<file path="src/rtl/sigmoid_req_scheduler_if.sv">
// Bundle of request, sigmoid-unit and response signals around the shared sigmoid scheduler.
// slave is the scheduler's view; master is the surrounding requesters/datapath/consumer.
interface sigmoid_req_scheduler_if #(
  parameter int N_REQ = 4,
  parameter int ID_W  = 2
);
  logic [N_REQ-1:0]    req_valid;
  logic [16*N_REQ-1:0] req_x;
  logic [N_REQ-1:0]    req_ready;
  logic [15:0]         sig_x;
  logic                sig_valid;
  logic [15:0]         sig_f_x;
  logic                rsp_valid;
  logic                rsp_ready;
  logic [15:0]         rsp_data;
  logic [ID_W-1:0]     rsp_id;
  logic                busy;

  modport slave (
    input  req_valid, req_x, sig_f_x, rsp_ready,
    output req_ready, sig_x, sig_valid, rsp_valid, rsp_data, rsp_id, busy
  );

  modport master (
    output req_valid, req_x, sig_f_x, rsp_ready,
    input  req_ready, sig_x, sig_valid, rsp_valid, rsp_data, rsp_id, busy
  );
endinterface

</file>
<file path="src/rtl/sigmoid_req_scheduler.sv">
// Round-robin sharing of one fixed-latency sigmoid unit among N_REQ requesters, with
// ID tracking of in-flight operands and a credit-protected FWFT response FIFO.
module sigmoid_req_scheduler #(
  parameter int N_REQ      = 4,
  parameter int SIG_LAT    = 3,
  parameter int FIFO_DEPTH = 4,
  parameter int ID_W       = 2
) (
  input  logic                      clk,
  input  logic                      reset,
  sigmoid_req_scheduler_if.slave    bus
);
  localparam int DATA_W = 16;
  localparam int AW     = $clog2(FIFO_DEPTH);
  localparam int CW     = AW + 1;
  localparam logic [ID_W-1:0] LAST_ID = ID_W'(N_REQ - 1);

  logic [ID_W-1:0]   ptr;
  logic [ID_W-1:0]   cand;
  logic [ID_W-1:0]   grant_id;
  logic              grant_any;
  logic              credit_ok;
  logic              hs;
  logic [N_REQ-1:0]  grant;
  logic [DATA_W-1:0] x_arr [N_REQ];

  logic [CW-1:0]     inflight_cnt;
  logic [CW-1:0]     fifo_cnt;
  logic [CW:0]       outstanding;
  logic              push;
  logic              pop;
  logic              rsp_vld;

  logic              vld_p0;
  logic [DATA_W-1:0] x_p0;
  logic [ID_W-1:0]   id_p0;
  logic [SIG_LAT-1:0] vld_pipe;
  logic [ID_W-1:0]   id_pipe [SIG_LAT];

  logic [DATA_W-1:0] fifo_data [FIFO_DEPTH];
  logic [ID_W-1:0]   fifo_id   [FIFO_DEPTH];
  logic [AW-1:0]     wr_ptr;
  logic [AW-1:0]     rd_ptr;

  for (genvar g = 0; g < N_REQ; g++) begin : g_unpack
    assign x_arr[g] = bus.req_x[DATA_W*g +: DATA_W];
  end

  // Every issued op holds a credit until the cycle after its result leaves the FIFO,
  // so a stalled consumer can never see more results than the FIFO can hold.
  assign outstanding = {1'b0, inflight_cnt} + {1'b0, fifo_cnt};
  assign credit_ok   = outstanding < (CW+1)'(FIFO_DEPTH);

  always_comb begin
    cand      = ptr;
    grant_id  = ptr;
    grant_any = 1'b0;
    for (int k = 0; k < N_REQ; k++) begin
      if (!grant_any && bus.req_valid[cand]) begin
        grant_any = 1'b1;
        grant_id  = cand;
      end
      cand = (cand == LAST_ID) ? '0 : cand + 1'b1;
    end
  end

  assign hs = grant_any && credit_ok && !reset;

  always_comb begin
    grant = '0;
    if (hs) grant[grant_id] = 1'b1;
  end

  assign bus.req_ready = grant;

  // ---- stage p0: operand register towards the sigmoid unit ----
  always_ff @(posedge clk) begin
    if (reset) begin
      ptr    <= '0;
      vld_p0 <= 1'b0;
      x_p0   <= '0;
      id_p0  <= '0;
    end else begin
      vld_p0 <= hs;
      if (hs) begin
        x_p0  <= x_arr[grant_id];
        id_p0 <= grant_id;
        ptr   <= (grant_id == LAST_ID) ? '0 : grant_id + 1'b1;
      end
    end
  end

  assign bus.sig_valid = vld_p0;
  assign bus.sig_x     = x_p0;

  // ---- stages p1..pSIG_LAT: valid/ID chain aligned with the sigmoid latency ----
  always_ff @(posedge clk) begin
    if (reset) begin
      vld_pipe <= '0;
      for (int i = 0; i < SIG_LAT; i++) id_pipe[i] <= '0;
    end else begin
      vld_pipe[0] <= vld_p0;
      id_pipe[0]  <= id_p0;
      for (int i = 1; i < SIG_LAT; i++) begin
        vld_pipe[i] <= vld_pipe[i-1];
        id_pipe[i]  <= id_pipe[i-1];
      end
    end
  end

  assign push = vld_pipe[SIG_LAT-1];
  assign pop  = rsp_vld && bus.rsp_ready;

  always_ff @(posedge clk) begin
    if (reset) begin
      inflight_cnt <= '0;
    end else begin
      case ({hs, push})
        2'b10:   inflight_cnt <= inflight_cnt + 1'b1;
        2'b01:   inflight_cnt <= inflight_cnt - 1'b1;
        default: inflight_cnt <= inflight_cnt;
      endcase
    end
  end

  // ---- response FIFO, first-word-fall-through ----
  always_ff @(posedge clk) begin
    if (reset) begin
      wr_ptr   <= '0;
      rd_ptr   <= '0;
      fifo_cnt <= '0;
    end else begin
      if (push) wr_ptr <= wr_ptr + 1'b1;
      if (pop)  rd_ptr <= rd_ptr + 1'b1;
      case ({push, pop})
        2'b10:   fifo_cnt <= fifo_cnt + 1'b1;
        2'b01:   fifo_cnt <= fifo_cnt - 1'b1;
        default: fifo_cnt <= fifo_cnt;
      endcase
    end
  end

  always_ff @(posedge clk) begin
    if (push && !reset) begin
      fifo_data[wr_ptr] <= bus.sig_f_x;
      fifo_id[wr_ptr]   <= id_pipe[SIG_LAT-1];
    end
  end

  assign rsp_vld      = (fifo_cnt != '0);
  assign bus.rsp_valid = rsp_vld;
  assign bus.rsp_data  = rsp_vld ? fifo_data[rd_ptr] : '0;
  assign bus.rsp_id    = rsp_vld ? fifo_id[rd_ptr]   : '0;
  assign bus.busy      = (inflight_cnt != '0) || rsp_vld;

endmodule

</file>
<file path="src/flat_wrapper.sv">
// flat-port wrapper written by rule: the top's interface ports become plain ports
module sigmoid_req_scheduler_flat 
#(
  parameter int N_REQ      = 4,
  parameter int SIG_LAT    = 3,
  parameter int FIFO_DEPTH = 4,
  parameter int ID_W       = 2
)
  (clk, reset, bus_req_valid, bus_req_x, bus_sig_f_x, bus_rsp_ready, bus_req_ready, bus_sig_x, bus_sig_valid, bus_rsp_valid, bus_rsp_data, bus_rsp_id, bus_busy);
  sigmoid_req_scheduler_if #(.N_REQ(N_REQ), .ID_W(ID_W)) bus_i ();
  input  logic clk;
  input  logic reset;
  input wire logic [$bits(bus_i.req_valid)-1:0] bus_req_valid;
  input wire logic [$bits(bus_i.req_x)-1:0] bus_req_x;
  input wire logic [$bits(bus_i.sig_f_x)-1:0] bus_sig_f_x;
  input wire logic [$bits(bus_i.rsp_ready)-1:0] bus_rsp_ready;
  output wire logic [$bits(bus_i.req_ready)-1:0] bus_req_ready;
  output wire logic [$bits(bus_i.sig_x)-1:0] bus_sig_x;
  output wire logic [$bits(bus_i.sig_valid)-1:0] bus_sig_valid;
  output wire logic [$bits(bus_i.rsp_valid)-1:0] bus_rsp_valid;
  output wire logic [$bits(bus_i.rsp_data)-1:0] bus_rsp_data;
  output wire logic [$bits(bus_i.rsp_id)-1:0] bus_rsp_id;
  output wire logic [$bits(bus_i.busy)-1:0] bus_busy;
  assign bus_i.req_valid = bus_req_valid;
  assign bus_i.req_x = bus_req_x;
  assign bus_i.sig_f_x = bus_sig_f_x;
  assign bus_i.rsp_ready = bus_rsp_ready;
  assign bus_req_ready = bus_i.req_ready;
  assign bus_sig_x = bus_i.sig_x;
  assign bus_sig_valid = bus_i.sig_valid;
  assign bus_rsp_valid = bus_i.rsp_valid;
  assign bus_rsp_data = bus_i.rsp_data;
  assign bus_rsp_id = bus_i.rsp_id;
  assign bus_busy = bus_i.busy;
  sigmoid_req_scheduler #(.N_REQ(N_REQ), .SIG_LAT(SIG_LAT), .FIFO_DEPTH(FIFO_DEPTH), .ID_W(ID_W)) u_core (.clk(clk), .reset(reset), .bus(bus_i));
endmodule
</file>
<file path="config.mk">
export PLATFORM = sky130hd
export DESIGN_NAME = sigmoid_req_scheduler_flat
export DESIGN_NICKNAME = d
export VERILOG_FILES = /design/src/rtl/sigmoid_req_scheduler_if.sv /design/src/rtl/sigmoid_req_scheduler.sv /design/src/flat_wrapper.sv
export SDC_FILE = /design/constraint.sdc
export NUM_CORES = 1
export LEC_CHECK = 0
export ABC_AREA = 1
export CAP_MARGIN = 5
export CELL_PAD_IN_SITES_DETAIL_PLACEMENT = 1
export CELL_PAD_IN_SITES_GLOBAL_PLACEMENT = 1
export CORE_UTILIZATION = 30
export DETAILED_ROUTE_END_ITERATION = 10
export PLACE_DENSITY = 0.69
export SKIP_LAST_GASP = 1
export SYNTH_ARGS = -nofsm -noshare
export SYNTH_HDL_FRONTEND = slang
export SYNTH_SLANG_ARGS = --single-unit
</file>
<file path="constraint.sdc">
create_clock -name clk -period 6.16 [get_ports clk]
set_clock_uncertainty 0.1 [all_clocks]
set_input_delay 1.848 -clock clk [delete_from_list [all_inputs] [get_ports clk]]
set_output_delay 1.848 -clock clk [all_outputs]
set_load 0.05 [all_outputs]
</file>
Word level (Yosys, flattened, before mapping). Memories as Yosys holds them, arrays and structs flattened. A register that Yosys moved wholly into a read port is not among the register bits. Index checks and enable logic that the tools add are counted.

Add/subtract/negate cells: 11. $mul: 0. Div/mod/pow operators: 0. Order comparisons: 8. Equality and inequality tests: 8. Shift-type cells: 0. Muxes and demuxes: 41. Bitwise gates (word level): 4. Reductions and logical operators: 17.

Operator list (count): $mux 16 (3); $bmux 16 s2 (1); $mux 2 (15); $lt 2x3->1 const B (5); $mux 1 (14); $add 2x1->2 const B (6); $eq 2x2->1 const B (6); $pmux 3 s2 (2); $bmux 1 s2 (4); $logic_and 1x1->1 (8); $add 3x1->3 const B (2); $reduce_bool 3->1 (2); $sub 3x1->3 const B (2); $add 3x3->4 (1); $eq 2x1->1 const B (2); $logic_not 1->1 (4); $lt 4x3->1 const B (1); $mux 4 (1); $reduce_bool 2->1 (2); $ge 3x3->1 const B (1); $not 2->3 (1); $or 1x1->1 (3); $demux 1 s2 (1); $ge 2x1->1 const B (1); $logic_or 1x1->1 (1).

Register bits after elaboration: 34. Latch bits: 0. Bits in writable memories: 78. Bits in read-only memories: 0. Bits of input ports: 87. Output and inout port bits: 41. Word-level logic and storage cells: 101. Memories kept: 3.

Memory list: u_core.fifo_data (words 4, width 16, rd ports 1, clocked after Yosys merged registers in 1, write ports 1, RTL line sigmoid_req_scheduler.sv:40) `logic [DATA_W-1:0] fifo_data [FIFO_DEPTH];`; u_core.fifo_id (words 4, width 2, rd ports 1, clocked after Yosys merged registers in 1, write ports 1, RTL line sigmoid_req_scheduler.sv:41) `logic [ID_W-1:0] fifo_id [FIFO_DEPTH];`; u_core.id_pipe (words 3, width 2, rd ports 3, clocked after Yosys merged registers in 0, write ports 3, RTL line sigmoid_req_scheduler.sv:38) `logic [ID_W-1:0] id_pipe [SIG_LAT];`.

Longest topological paths before layout. Gate-level depths: netlist of run 1.

Depth after elaboration: 17. Mapped depth: 19. Mapped depth without buffers: 18.

Least setup slack after synthesis of run 1. No wires, ideal clock.

Kind: input-to-output. From: input port bus_req_valid[3]. To: output port bus_req_ready[2]. Arrival: 3.620 ns. Data required time: 4.212 ns. Setup slack: 0.592 ns. Cell stages on the path: 12. Path buffers: 0. Cell sequence: nand2_1 -> nand3_1 -> nand2_2 -> nand2_4 -> nor2_8 -> nand2_4 -> nand2_2 -> nand2_4 -> inv_1 -> ha_1 -> inv_1 -> nor2_1.

Cells in the longest elaborated chain, start to end: 17. Elaborated cells between the ends (all ways): 29. Classes of those cells: 2 x order compare; 18 x mux; 9 x reduce/logical.

Ends and longest elaborated chain: start: declaration (RTL line flat_wrapper.sv:13) `input wire logic [$bits(bus_i.req_valid)-1:0] bus_req_valid;`; $bmux 1 s2 (RTL line sigmoid_req_scheduler.sv:59) `if (!grant_any && bus.req_valid[cand]) begin`; $mux 1 (implied by the code) (RTL line sigmoid_req_scheduler.sv:59); $mux 1 (RTL line sigmoid_req_scheduler.sv:59); $logic_not 1->1 (RTL line sigmoid_req_scheduler.sv:59); $logic_and 1x1->1 (RTL line sigmoid_req_scheduler.sv:59); $mux 1 (RTL line sigmoid_req_scheduler.sv:59); $logic_not 1->1 (RTL line sigmoid_req_scheduler.sv:59); $logic_and 1x1->1 (RTL line sigmoid_req_scheduler.sv:59); [... 2 more ...]; $logic_and 1x1->1 (RTL line sigmoid_req_scheduler.sv:59); $mux 2 (*) (RTL line sigmoid_req_scheduler.sv:59); net u_core.grant_id[1] (RTL line sigmoid_req_scheduler.sv:20) `logic [ID_W-1:0] grant_id;`; $lt 2x3->1 (implied by the code) or $ge 2x1->1 (tied branches) (RTL line sigmoid_req_scheduler.sv:71) `if (hs) grant[grant_id] = 1'b1;`; $logic_and 1x1->1 (implied by the code) (RTL line sigmoid_req_scheduler.sv:71); $mux 1 (implied by the code) (RTL line sigmoid_req_scheduler.sv:71); $demux 1 s2 (*); $mux 4 (*) (RTL line sigmoid_req_scheduler.sv:71); end: declaration (RTL line flat_wrapper.sv:17) `output wire logic [$bits(bus_i.req_ready)-1:0] bus_req_ready;`.

The timed path passes the listed nets; every way through them passes the cells marked *. The select of a mux whose other input is x is not followed.

Final worst setup path of run 1.
From: input port bus_req_valid[0]. To: output port bus_req_ready[1].

Cells in the longest elaborated chain, start to end: 17. Elaborated cells between the ends (all ways): 29. Classes of those cells: 2 x order compare; 18 x mux; 9 x reduce/logical.

Ends and longest elaborated chain (RTL line): $bmux 1 s2 (sigmoid_req_scheduler.sv:59); $mux 1 (implied by the code) (sigmoid_req_scheduler.sv:59); $mux 1 (sigmoid_req_scheduler.sv:59); $logic_not 1->1 (sigmoid_req_scheduler.sv:59); $logic_and 1x1->1 (sigmoid_req_scheduler.sv:59); $mux 1 (sigmoid_req_scheduler.sv:59); $logic_not 1->1 (sigmoid_req_scheduler.sv:59); $logic_and 1x1->1 (sigmoid_req_scheduler.sv:59); $mux 1 (sigmoid_req_scheduler.sv:59); $logic_not 1->1 (sigmoid_req_scheduler.sv:59); $logic_and 1x1->1 (sigmoid_req_scheduler.sv:59); $mux 2 (sigmoid_req_scheduler.sv:59); $lt 2x3->1 (implied by the code) or $ge 2x1->1 (tied branches) (sigmoid_req_scheduler.sv:71); $logic_and 1x1->1 (implied by the code) (sigmoid_req_scheduler.sv:71); $mux 1 (implied by the code) (sigmoid_req_scheduler.sv:71); $demux 1 s2; $mux 4 (*) (sigmoid_req_scheduler.sv:71).

Mark *: on every way between the ends. The rest lies on a longest branch, timed or not. The select of a mux whose other input is x is not followed.

==> out/results.tsv, run 1 <==
stage	metric	value	unit
run_status	status	complete, but fails checks	
run_status	failed_checks	DRC	
global_routing	grt_antenna_before_repair	0	
yosys	synthAdderAreaFrac	0.03596	
sta	finalSetupViolCount	0	
global_routing	grt_max_degree	38	
sta	period_share	0.9670	
yosys	syn_area_per_cell	8.619	um^2
worst_setup_path	required	4210	ps
clock_network	clk_latency	410	ps
global_routing	track_usage	0.1725	
run	drv_cap	0	
detailed_routing	via_per_inst	4.701	
sta	fmax	167.9	MHz
die	io_pins	128	
layout	diodes	0	
yosys	synth_compound_area_frac	0.08524	
worst_setup_path	cp.arrival	4010	ps
sta	worst_pin_slew	960.8	ps
clock_network	tritoncts	done	
worst_setup_path	end_kind	output port	
yosys	synth_xor_area_frac	0	
die	rows	49	
yosys	synth_most_common_cell	nand2_1	
yosys	netlist_top_cells_count	nand2_1 (134), nor2_1 (106), inv_1 (73)	
worst_setup_path	reg2reg_depth	16	
detailed_routing	route.detailed.drc	8	
sta	hold_slack	304.1	ps
worst_setup_path	cp-endpoint	bus_req_ready[1]	
power_and_ir_drop	switching_share	0.4884	
power_and_ir_drop	power.density	585.3	nW/um^2
yosys	synth_cell_type_count	34	
yosys	syn_area	5637	um^2
yosys	synth_warnings	0	
die	start_util	0.3096	
sta	hold_violations	0	
power_and_ir_drop	pwr-share-seq	0.213	
detailed_routing	wire_per_inst	15.22	um
worst_setup_path	ff2ff_setup_slack	2460	ps
detailed_routing	dr.pass1.iters	7	
power_and_ir_drop	p_leak	0.003228	uW
global_routing	grt_overflow	0	
yosys	synthMuxAreaShare	0	
sta	fin_crit	5956	ps
detailed_routing	wl	15680	um
detailed_routing	postRouteAntennaNets	0	
min_path	hold_path.class	reg2reg	
clock_network	htree_levels	4	
yosys	synth-async-reset-ratio	0	
layout	area_growth_syn_to_layout	37.62	%
yosys	yosysTopAreaCell	edfxtp_1	
yosys	synthTopCellsByArea	edfxtp_1 (38%), dfxtp_1 (15%), nand2_1 (8.9%)	
worst_setup_path	worstSetupStartpointType	input pin	
placement	gp_congestion	0.8224	
sta	drv_slew	0	
sta	tns	0	ps
power_and_ir_drop	p_int	2323	uW
yosys	synth_ff_type	edfxtp_1	
yosys	synth_top_family_by_area	simple AND/OR/NAND/NOR gates	
detailed_routing	vias	4842	
worst_setup_path	rr_startpoint	u_core.ptr[0]$_SDFFE_PP0P_	
yosys	synth_top_cell_area_share	0.3836	
clock_network	clockBufferDepth	2	
yosys	synth_edf_count	72	
clock_network	cts.sinks	114	
clock_network	cts-root-buf	clkbuf_16	
power_and_ir_drop	clkPwrFrac	0.202	
sta	rsz0062_at_grt	yes	
die	die_x	139.1	um
worst_setup_path	timing.rr.end	u_core.inflight_cnt[2]$_SDFFE_PP0P_	
worst_setup_path	path_max_fanout	9	
global_routing	first_global_vias	5282	
yosys	postSynthNetCount	756	
yosys	syn_inst	654	
layout	fin_nets	890	
worst_setup_path	crit_start	bus_req_valid[0]	
clock_network	path_clk_slew	50	ps
yosys	synthSimpleGateAreaFrac	0.2657	
die	core-area	18210	um^2
power_and_ir_drop	vdd_drop_max	0.0003513	V
sta	relSlewSlack	0.3588	
layout	fillerInstances	2112	
die	die_y	139.1	um
placement	numPortBuffers	127	
power_and_ir_drop	p_switching	2218	uW
worst_setup_path	worstSetupPathType	in2out	
yosys	synth-seq-cells	114	
power_and_ir_drop	combPwrFrac	0.585	
placement	hpwl	11470	um
clock_network	cts_buffers	17	
global_routing	grt_pass1_wl	26230	um
clock_network	cts_setup_buffers	0	
layout	drive_gt1_frac	0.1086	
yosys	yosysSeqAreaShare	0.5327	
die	dieArea	19340	um^2
detailed_routing	drt_iter0_drc	194	
-- logic make-up (layout without fill, tap and decap cells) --
| logic type | after synthesis | after routing |
|---|---|---|
| adders and majority gates | 15 | 15 |
| DFF | 114 | 114 |
| and+or+nand+nor | 329 | 329 |
| AOI/OAI and AO/OA | 91 | 91 |
| buffers and inverters | 105 | 252 |
-- layout by cell type (no fill, tap or decap), types with 4 or more instances in the layout --
| master | instances |
|---|---|
| nand2_1 | 134 |
| clkdlybuf4s50_1 | 123 |
| nor2_1 | 106 |
| inv_1 | 72 |
| edfxtp_1 | 72 |
| nand3_1 | 57 |
| o21ai_0 | 53 |
| dfxtp_1 | 42 |
| a21oi_1 | 32 |
| clkbuf_16 | 17 |
| buf_4 | 15 |
| ha_1 | 13 |
| nand2_2 | 11 |
| nand2_4 | 7 |
| inv_6 | 6 |
| nor3_2 | 5 |
| inv_2 | 4 |
| buf_12 | 4 |
-- state kept, by name, summed over array words and instances, names as in the netlist, 3 cells and up, named ones only --
name	count
u_core.fifo_cnt	3
u_core.inflight_cnt	3
u_core.id_pipe	6
u_core.bus.sig_x	16
u_core.vld_pipe	3
u_core.fifo_data	64
u_core.fifo_id	8
-- through the flow --
step / total power [uW] / worst slack (ps) / instance area (um^2) / util / instances
final: 4541 / 203.5 / 7757 / 0.4260 / 1030
after global routing: 4891 / -7.377 / 7757 / 0.4260 / 1030
after CTS: 4599 / 122.6 / 7754 / 0.4258 / 1030
after detailed placement: 3661 / 151.6 / 7197 / 0.3952 / 998
after global placement: 3595 / 248.2 / 7197 / 0.3952 / 998
after floorplan: 2873 / 591.9 / 5637 / - / 654
-- power by group through the flow --
stage	registers [uW]	clock network, uW	logic [uW]
after floorplan	1070	0	1810
after global placement	980	0	2610
after detailed placement	983	0	2680
after CTS	969	938	2690
after global routing	979	977	2940
final	968	917	2660
-- worst max-delay path, cell delays in order --
cell and delay [ps]:
clkdlybuf4s50_1 510, nand2_1 130, nand2_1 120, nand2_1 50
nand2_1 110, nand2_2 120, nand2_1 80, nand2_1 60
nand2_1 100, nand3_4 130, nand2_2 140, ha_1 160
inv_1 40, nor2_1 240, buf_12 180
-- worst min-delay path by stage --
stage                                                from                               to  cells past startpoint
after global placement    u_core.id_pipe[0][2]$_SDFF_PP0_  u_core.id_pipe[0][4]$_SDFF_PP0_                      2
after floorplan           u_core.id_pipe[0][0]$_SDFF_PP0_  u_core.id_pipe[0][2]$_SDFF_PP0_                      2
after detailed placement  u_core.id_pipe[0][2]$_SDFF_PP0_  u_core.id_pipe[0][4]$_SDFF_PP0_                      2
after CTS                 u_core.id_pipe[0][2]$_SDFF_PP0_  u_core.id_pipe[0][4]$_SDFF_PP0_                      2
after global routing      u_core.id_pipe[0][2]$_SDFF_PP0_  u_core.id_pipe[0][4]$_SDFF_PP0_                      2
final                     u_core.id_pipe[0][2]$_SDFF_PP0_  u_core.id_pipe[0][4]$_SDFF_PP0_                      2
-- repair_timing --
| item | 4_1_cts | 5_1_grt |
|---|---|---|
| endpoints found under the setup margin | 0 | 2 |
| hold buffers | 0 | 0 |
| gates resized for setup | 0 | 2 |
-- layout make-up --
class                      count  area [um^2]  share of cell area
multi-input combinational    435         2190              0.2823
clock buffer                  17        425.4             0.05484
timing repair buffer         142         1424              0.1835
inverter                      78        297.8             0.03839
tap                          229        286.5             0.03694
clock inverter                15        131.4             0.01694
sequential                   114         3003              0.3871
-- per-layer routing --
layer	GRT usage	vias to the layer above	wire [um]	part of all wire
met1	0.2000	2282	6725	0.43
met2	0.3020	148	7659	0.49
met5	0	-	0	0
li1	-	2393	-	-
met3	0.05076	19	1054	0.067
met4	0.06082	0	241	0.015
Note: power is estimated with default switching activity, not from simulation.
==> inputs of run 2 (changes only) <==
--- a/config.mk
+++ b/config.mk
@@ -11,6 +11,7 @@
 export CELL_PAD_IN_SITES_GLOBAL_PLACEMENT = 1
 export CORE_UTILIZATION = 30
 export DETAILED_ROUTE_END_ITERATION = 10
+export GPL_TIMING_DRIVEN = 0
 export PLACE_DENSITY = 0.69
 export SKIP_LAST_GASP = 1
 export SYNTH_ARGS = -nofsm -noshare
==> run 2 against run 1 <==
The run still ends with DRC left; clock-buffer cell count grew 8; non-clock buffer count grew 15; sequential share of layout area shrank 0.28 points; final area grew 0.73%; worst hold slack gained 2.7 ps; critical path type unchanged; largest cell class unchanged.
==> out/results.tsv, run 2 (synthesized netlist as in run 1, its figures left out) <==
stage	metric	value	unit	change
detailed_routing	drt_iter0_drc	176		-9.3%
power_and_ir_drop	vdd_drop_max	0.0002714	V	-23%
detailed_routing	via_per_inst	4.662		-0.82%
global_routing	track_usage	0.1768		+0.004300
power_and_ir_drop	p_leak	0.003251	uW	+0.72%
worst_setup_path	ff2ff_setup_slack	2750	ps	+290 ps
worst_setup_path	critPathTopFamily	buffers and inverters		
layout	drive_gt1_frac	0.1078		-0.0007711
placement	hpwl	12350	um	+7.7%
worst_setup_path	end_kind	output port		
clock_network	cts-root-buf	clkbuf_16		
layout	layout_common_cells	nand2_1 (133), clkdlybuf4s50_1 (121), nor2_1 (101)		
sta	period_share	0.9707		+0.003745
sta	rsz0062_at_grt	no		
die	rows	49		unchanged
layout	area_growth_syn_to_layout	38.62	%	
global_routing	grt_overflow	0		unchanged
detailed_routing	wl_met1	6769	um	+0.65%
detailed_routing	wire_per_inst	15.70	um	+3.1%
detailed_routing	dr_wl_met2	8386	um	+9.5%
sta	fin_crit	5980	ps	+23.07 ps
detailed_routing	dr.pass1.iters	7		unchanged
placement	gp_congestion	0.8201		-0.28%
detailed_routing	wl_met3	1086	um	+3.0%
run	drv_cap	0		unchanged
clock_network	cts.sinks	114		unchanged
worst_setup_path	cp.arrival	4030	ps	+20 ps
layout	final-seq-area	3003	um^2	unchanged
placement	numPortBuffers	126		-0.79%
sta	finalSetupViolCount	0		unchanged
die	die_x	139.1	um	unchanged
worst_setup_path	path_cells	clkdlybuf4s50_1 -> nand2_1 -> a21oi_2 -> o21bai_2 -> nand2_4 -> nand2_2 -> nand2_4 -> nand2_4 -> buf_6 -> ha_1 -> inv_1 -> nor2_1 -> buf_4		
sta	tns	0	ps	unchanged
die	io_pins	128		unchanged
detailed_routing	vias	4872		+0.62%
sta	relSlewSlack	0.6026		+0.2439
min_path	hold_path.class	reg2reg		
worst_setup_path	reg2reg_depth	18		+2
min_path	hold_start	u_core.id_pipe[0][1]$_SDFF_PP0_		
sta	hold_slack	306.8	ps	+2.690 ps
run_status	failed_checks	DRC		
layout	fin_nets	905		+1.7%
power_and_ir_drop	power.density	585.2	nW/um^2	about the same
die	die_y	139.1	um	unchanged
detailed_routing	top_layer_used	met4		
layout	multiInputGateArea	2212	um^2	+1.0%
sta	hold_violations	0		unchanged
layout	top_register	u_core.fifo_data		
global_routing	grt_pass1_wl	26410	um	+0.69%
layout	final_common_cell	nand2_1		
clock_network	path_clk_slew	50	ps	about the same
min_path	whs_endpoint	u_core.id_pipe[0][3]$_SDFF_PP0_		
worst_setup_path	slowest_delay	500	ps	about the same
worst_setup_path	timing.rr.end	u_core.inflight_cnt[2]$_SDFFE_PP0P_		
detailed_routing	postRouteAntennaNets	0		unchanged
layout	fillerInstances	2101		-0.52%
global_routing	first_global_vias	5202		-1.5%
clock_network	clk_latency	410	ps	about the same
worst_setup_path	slowest_stage	clkdlybuf4s50_1		
die	start_util	0.3096		unchanged
placement	placed_area	7267	um^2	+0.97%
worst_setup_path	worstSetupPathType	in2out		
run_status	status	complete, but fails checks		
layout	largest_reg_flops	64		unchanged
die	dieArea	19340	um^2	unchanged
worst_setup_path	crit_top_cell	nand2_4		
detailed_routing	route.detailed.drc	8		unchanged
worst_setup_path	path_max_fanout	11		+2
clock_network	cts_buffers	17		unchanged
worst_setup_path	cp_num_buf_inv	4		+1
clock_network	htree_levels	4		unchanged
worst_setup_path	required	4210	ps	about the same
min_path	hold_depth	2		unchanged
clock_network	tritoncts	done		
layout	stdcell_area	7814	um^2	+0.73%
layout	diodes	0		unchanged
worst_setup_path	rr_startpoint	u_core.ptr[1]$_SDFFE_PP0P_		
detailed_routing	wl	16410	um	+4.6%
sta	worst_pin_slew	596.1	ps	-364.7 ps
die	core-area	18210	um^2	unchanged
clock_network	cts_setup_buffers	0		unchanged
sta	fmax	167.2	MHz	-0.39%
global_routing	grt_max_degree	17		-55%
clock_network	clockBufferDepth	2		unchanged
global_routing	grt_antenna_before_repair	0		unchanged
worst_setup_path	worstSetupStartpointType	input pin		
sta	drv_slew	0		unchanged
clock_network	hold_buffers	0		unchanged
layout	final_core_util	0.4291		+0.003092
run 2: cell types whose count changed in the layout (fill, tap and decap cells not counted), moves of 4 or more:
cell | before | now
buf_8 | 0 | 4
inv_6 | 6 | 1
clkbuf_1 | 0 | 21
buf_6 | 0 | 4
nor2_2 | 0 | 5
buf_2 | 0 | 4
buf_4 | 15 | 5
nor2_1 | 106 | 101
buf_12 | 4 | 0
run 2: stage by stage:
stage / cells / power, uW / worst slack (ps)
6_report: 1045 / 4573 / 180.5
5_1_grt: 1045 / 4916 / 8.305
4_1_cts: 1045 / 4604 / 8.306
3_5_place_dp: 1013 / 3707 / -674.6
3_3_place_gp: 1009 / 3619 / -581.0
2_1_floorplan: 654 / 2873 / 591.9
run 2: area by class of cell:
type                    instances  share of cell area
plain buffers                  27             0.01986
clock buffers                  25             0.05957
clock inverters                 7            0.008167
inverters                      78             0.03811
multi-input cells             435              0.2831
flip-flops and latches        114              0.3843
well taps                     229             0.03667
repair buffers                130              0.1702
run 2: how the worst max path moves through the flow:
stage / start / to / slack [ps] / cells after the start
detailed placement: bus_req_valid[0] / bus_req_ready[1] / -670 / 11
global route: bus_req_valid[3] / bus_req_ready[1] / 8 / 16
global placement: bus_req_valid[0] / bus_req_ready[1] / -580 / 11
CTS: bus_req_valid[0] / bus_req_ready[1] / 8 / 11
finish: bus_req_valid[0] / bus_req_ready[0] / 180 / 13
floorplan: bus_req_valid[3] / bus_req_ready[2] / 590 / 12
run 2: timing repair:
action	4_1_cts	5_1_grt
pin swaps	0	0
endpoints found under the setup margin	4	4
resized for setup	22	11
run 2: worst min-delay path: cells and delay by family, from the launching register on:
| family | cells | cell delay (ps) |
|---|---|---|
| AND/OR/NAND/NOR | 1 | 30 |
| flip-flops | 1 | 290 |
| buffers and inverters | 1 | 40 |
run 2: power breakdown:
part	internal, uW	switching (uW)	total [uW]
logic	880	1860	2740
clock network	561	324	885
registers	899	50.8	950
run 2: per-layer routing:
metal / vias to the layer above / track usage
li1: 2427 / -
met1: 2290 / 0.1978
met2: 137 / 0.3206
met3: 18 / 0.05283
met4: 0 / 0.05556
met5: - / 0
